## config.mk

```make
export PLATFORM = sky130hd
export DESIGN_NAME = fcmp_pipe
export DESIGN_NICKNAME = d
export VERILOG_FILES = /design/src/rtl/fpu_pkg.sv /design/src/rtl/fcmp_pipe_s1.sv /design/src/rtl/fcmp_pipe.sv
export SDC_FILE = /design/constraint.sdc
export NUM_CORES = 1
export LEC_CHECK = 0
export CAP_MARGIN = 0
export CORE_ASPECT_RATIO = 0.5
export CORE_MARGIN = 2
export CORE_UTILIZATION = 30
export CTS_CLUSTER_DIAMETER = 30
export CTS_CLUSTER_SIZE = 40
export DETAILED_ROUTE_END_ITERATION = 8
export HOLD_SLACK_MARGIN = 0.12
export PLACE_DENSITY = 0.59
export SLEW_MARGIN = 15
export SYNTH_ARGS = -nofsm -noshare
export SYNTH_HDL_FRONTEND = slang
export SYNTH_SLANG_ARGS = --single-unit
```

## constraint.sdc

```tcl
create_clock -name clk -period 3.9 [get_ports clk]
set_clock_uncertainty 0.15 [all_clocks]
set_input_delay 0.585 -clock clk [delete_from_list [all_inputs] [get_ports clk]]
set_output_delay 0.585 -clock clk [all_outputs]
set_load 0.02 [all_outputs]
```

## src/rtl/fpu_pkg.sv

```systemverilog
// Shared FPU definitions: compare/select opcodes and the single-precision field split.
package fpu_pkg;

  localparam int unsigned EXP_W = 8;
  localparam int unsigned MAN_W = 23;

  typedef enum logic [2:0] {
    FEQ  = 3'd0,
    FLT  = 3'd1,
    FLE  = 3'd2,
    FMIN = 3'd3,
    FMAX = 3'd4
  } fcmp_op_t;

  typedef struct packed {
    logic             s;
    logic [EXP_W-1:0] e;
    logic [MAN_W-1:0] m;
  } fp32_t;

endpackage

```

## src/rtl/fcmp_pipe_s1.sv

```systemverilog
// Stage-1 field compare: equality and borrow of exponent and mantissa subtractions.
module fcmp_pipe_s1
  import fpu_pkg::*;
(
  input  logic [EXP_W-1:0] ex,
  input  logic [EXP_W-1:0] ey,
  input  logic [MAN_W-1:0] mx,
  input  logic [MAN_W-1:0] my,
  output logic             e_eq,
  output logic             e_lt,
  output logic             m_eq,
  output logic             m_lt
);

  logic [EXP_W:0] e_diff;
  logic [MAN_W:0] m_diff;

  // The extra top bit of each difference is the borrow, i.e. x-field < y-field.
  assign e_diff = {1'b0, ex} - {1'b0, ey};
  assign m_diff = {1'b0, mx} - {1'b0, my};

  assign e_eq = (e_diff == '0);
  assign e_lt = e_diff[EXP_W];
  assign m_eq = (m_diff == '0);
  assign m_lt = m_diff[MAN_W];

endmodule

```

## src/rtl/fcmp_pipe.sv

```systemverilog
// Two-stage pipelined float compare/select (FEQ/FLT/FLE/FMIN/FMAX) with valid/ready on both sides.
module fcmp_pipe
  import fpu_pkg::*;
#(
  parameter int unsigned TAG_W = 5
) (
  input  logic             clk,
  input  logic             rst,
  input  logic             in_valid,
  output logic             in_ready,
  input  logic [2:0]       op,
  input  logic [31:0]      x,
  input  logic [31:0]      y,
  input  logic [TAG_W-1:0] in_tag,
  output logic             out_valid,
  input  logic             out_ready,
  output logic [31:0]      res,
  output logic [TAG_W-1:0] out_tag,
  output logic             out_illegal
);

  fp32_t fx, fy;
  assign fx = x;
  assign fy = y;

  logic c_e_eq, c_e_lt, c_m_eq, c_m_lt;

  fcmp_pipe_s1 u_s1 (
    .ex   (fx.e),
    .ey   (fy.e),
    .mx   (fx.m),
    .my   (fy.m),
    .e_eq (c_e_eq),
    .e_lt (c_e_lt),
    .m_eq (c_m_eq),
    .m_lt (c_m_lt)
  );

  logic             s1_valid;
  logic [2:0]       s1_op;
  logic [TAG_W-1:0] s1_tag;
  logic [31:0]      s1_x, s1_y;
  logic             s1_sx, s1_sy;
  logic             s1_e_eq, s1_e_lt, s1_m_eq, s1_m_lt;

  logic s2_adv, s1_adv;
  assign s2_adv   = ~out_valid | out_ready;
  assign s1_adv   = ~s1_valid | s2_adv;
  assign in_ready = s1_adv;

  always_ff @(posedge clk) begin
    if (rst) begin
      s1_valid <= 1'b0;
      s1_op    <= '0;
      s1_tag   <= '0;
      s1_x     <= '0;
      s1_y     <= '0;
      s1_sx    <= 1'b0;
      s1_sy    <= 1'b0;
      s1_e_eq  <= 1'b0;
      s1_e_lt  <= 1'b0;
      s1_m_eq  <= 1'b0;
      s1_m_lt  <= 1'b0;
    end else if (s1_adv) begin
      s1_valid <= in_valid;
      if (in_valid) begin
        s1_op   <= op;
        s1_tag  <= in_tag;
        s1_x    <= x;
        s1_y    <= y;
        s1_sx   <= fx.s;
        s1_sy   <= fy.s;
        s1_e_eq <= c_e_eq;
        s1_e_lt <= c_e_lt;
        s1_m_eq <= c_m_eq;
        s1_m_lt <= c_m_lt;
      end
    end
  end

  logic        mag_eq, mag_lt, eq, le, lt;
  logic [31:0] res_d;
  logic        illegal_d;

  always_comb begin
    mag_eq    = s1_e_eq & s1_m_eq;
    mag_lt    = s1_e_lt | (s1_e_eq & s1_m_lt);
    eq        = (s1_sx == s1_sy) & mag_eq;
    // Negative below non-negative; same sign orders by magnitude, reversed when negative.
    unique case ({s1_sx, s1_sy})
      2'b10:   le = 1'b1;
      2'b01:   le = 1'b0;
      2'b00:   le = mag_lt | mag_eq;
      default: le = ~mag_lt;
    endcase
    lt        = le & ~eq;
    res_d     = '0;
    illegal_d = 1'b0;
    case (s1_op)
      FEQ:     res_d = {31'b0, eq};
      FLT:     res_d = {31'b0, lt};
      FLE:     res_d = {31'b0, le};
      FMIN:    res_d = le ? s1_x : s1_y;
      FMAX:    res_d = le ? s1_y : s1_x;
      default: illegal_d = 1'b1;
    endcase
  end

  always_ff @(posedge clk) begin
    if (rst) begin
      out_valid   <= 1'b0;
      res         <= '0;
      out_tag     <= '0;
      out_illegal <= 1'b0;
    end else if (s2_adv) begin
      out_valid <= s1_valid;
      if (s1_valid) begin
        res         <= res_d;
        out_tag     <= s1_tag;
        out_illegal <= illegal_d;
      end
    end
  end

endmodule

```

==> results.yml <==
sta:
  whs_ns: 0.300
  worst_pin_slew_ns: 0.806
  drv_slew: 0
  worst_slack_ns: 0.443
  min_period_over_period: 0.886
  final.setup.tns_ns: 0
  fmax_ghz: 0.289
  post-route-min-period_ns: 3.46
  slew_headroom: 0.463
  rsz0062_at_grt: "false"
  setup_viol: 0
  hold_viol: 0
final_layout:
  fin_util: 0.408
  layout.cells.non_filler: 1228
  final_cell_area_sq_mm: 0.00832
  drive_above_1_share: 0.0754
  layout.nets: 1056
  areaGrowthSynthToFinish_pct: 34.1
  diodes: 0
setup_path:
  worstReg2RegEnd: "res[8]"
  critPathMaxFanout: 2
  crit_path_end_kind: "register"
  r2r-start: "s1_x[31]"
  startpoint_type: "input pin"
  cp.arrival_ns: 3.65
  path_class: "in -> reg"
  crit_path_cell_trace: "clkdlybuf4s50_1 > inv_1 > ha_1 > fa_1 > nand2_1 > a2111oi_0 > nand4_1 > nor4b_2 > o2111ai_1 > nor4_2 > nor4b_2 > nand4_1 > o31ai_2"
  reg2reg_depth: 10
  rrSetupSlack_ns: 1.13
  cp.required_ns: 4.10
  slowest_delay_ns: 0.49
  cpMaxStageDelayCell: "clkdlybuf4s50_1"
hold_path:
  hold_end: "out_tag[4]"
  min_from: "s1_tag[4]"
  hold_path.class: "reg -> reg"
  whs_path_depth: 2
yosys:
  synth_ff_type: "dfxtp_1"
  synth_area_per_cell_sq_um: 7.41
  synthDistinctLibCells: 62
  synth-edff-count: 0
  synth_nets: 950
  netlist_instances: 837
  ys_ff_latch: 116
  async_reset_ff_frac: 0
  netlist_area_sq_mm: 0.00620
  ys_warn_count: 0
  synth-seq-area-share: 0.374
routing:
  antenna_left: 0
  drt_iter0_markers: 350
  wl_per_cell_um: 15.1
  num_vias: 6055
  drc_errors: 0
  dr_wl_met3_um: 572
  vias_per_cell: 4.93
  wl_met1_um: 8730
  wl_um: 18500
  top_layer_used: "met4"
  drtPass1Iterations: 4
  met2_length_um: 9020
flow_run:
  maxCapViolations: 0
placed_design:
  pre_cts_slack_ns: 0.0110
  dp.cells: 1197
  dp_hpwl_um: 13100
  io_buffers: 115
  gp_congestion: 0.899
  placed_cell_area_sq_mm: 0.00772
power:
  p_total_mw: 3.47
  power.leakage_nw: 3.29
  peakVddDrop_mv: 0.228
  p_per_area_mw_per_mm2: 417
global_route:
  grt_usage: 0.173
  grt_pass1_vias: 5909
  antenna_found_initial: 0
  grt_pass1_wl_um: 30400
  globalRouteOverflowTotal: 0
  grt_max_degree: 77
floorplanning:
  num_rows: 37
  start_util: 0.304
  die_y_um: 106
  coreArea_sq_mm: 0.0204
  design.die.area_sq_mm: 0.0219
  io_pins: 116
  die_w_um: 207
clocking:
  cts_tree: "done"
  cts.repair.resized: 0
  cts_num_sinks: 116
  cts_buffer_depth: 2
  clkLatencyLatePin_ns: 0.42
  numCtsBuffers: 17
  cts_setup_buffers: 0
  htree_levels: 4
  clk_pin_slew_ns: 0.07
  clockRootBuffer: "clkbuf_16"
  ctsHoldBuffers: 0
run_status:
  status: "finished, final reports clean"
[Yosys cell counts, drive strengths merged, types with 6 or more instances]
master / instances / area [sq um]
nor3: 11 / 55.1
a22oi: 30 / 225
xor2: 6 / 52.6
nand3: 11 / 55.1
nand2: 178 / 668
nor2b: 11 / 68.8
a21o: 8 / 60.1
o21ai: 23 / 115
a21oi: 134 / 671
nor2: 86 / 323
dfxtp: 116 / 2320
a31oi: 6 / 37.5
ha: 35 / 438
inv: 44 / 165
clkbuf: 47 / 178
[registers in the layout (all words and copies together) (netlist names)]
| name | count |
|---|---|
| s1_e_lt | 1 |
| out_tag | 5 |
| res | 32 |
| s1_x | 32 |
| s1_m_lt | 1 |
| out_illegal | 1 |
| s1_e_eq | 1 |
| s1_tag | 5 |
| s1_m_eq | 1 |
| s1_valid | 1 |
| s1_op | 3 |
| s1_y | 32 |
| out_valid | 1 |
[layout by cell type (no fill, tap or decap), types with 8 or more instances in the layout]
| cell type | Yosys | routed |
|---|---|---|
| nand2_1 | 178 | 177 |
| a21oi_1 | 134 | 134 |
| dfxtp_1 | 116 | 116 |
| clkdlybuf4s50_1 | 0 | 114 |
| nor2_1 | 86 | 86 |
| inv_1 | 44 | 44 |
| ha_1 | 35 | 35 |
| a22oi_1 | 30 | 30 |
| buf_4 | 0 | 23 |
| o21ai_0 | 22 | 22 |
| clkbuf_16 | 0 | 17 |
| nor2b_1 | 11 | 11 |
| nor3_1 | 11 | 11 |
| nand3_1 | 11 | 11 |
| a21o_1 | 8 | 8 |
[logic make-up after synthesis]
kind of cell,synth area share
fa+ha+maj,0.0770
simple gates,0.233
flops,0.374
mux,0.00484
xor+xnor,0.0141
compound gates,0.237
buf+inv,0.0597
[area by class of cell]
class / instances / area [sq um]
tap: 273 / 342
inverter: 44 / 165
multi-input combinational: 625 / 3540
fill: 2063 / 12100
clock inverter: 13 / 159
timing repair buffer: 139 / 1350
sequential: 116 / 2320
clock buffer: 18 / 439
[worst max-delay path, delay by kind of cell]
kind / cells / cell delay (ns)
buffers and inverters: 2 / 0.54
adder cells (fa/ha/maj): 2 / 0.71
AND/OR/NAND/NOR: 6 / 1.02
AO/OA/AOI/OAI: 3 / 0.79
[worst max path at each step]
stage	slack, ns	startpoint	endpoint	cells past startpoint
2_1_floorplan	0.65	y[7]	s1_m_eq	12
6_report	0.44	x[0]	s1_m_eq	13
3_5_place_dp	0.01	x[0]	s1_m_eq	13
4_1_cts	0.43	x[0]	s1_m_eq	13
3_3_place_gp	0.08	x[0]	s1_m_eq	14
5_1_grt	0.16	x[0]	s1_m_eq	13
[layer usage]
metal  up-vias  GRT usage
met5         -          0
met1      2867      0.222
met2        94      0.301
met4         0     0.0449
met3        17     0.0325
li1       3077          -
[power breakdown]
| group | total, mW | internal (mW) | switching [mW] |
|---|---|---|---|
| registers | 1.26 | 1.24 | 0.0269 |
| logic | 0.584 | 0.258 | 0.326 |
| clock network | 1.63 | 1.02 | 0.610 |
No activity file was read; power rests on OpenSTA's default activity.
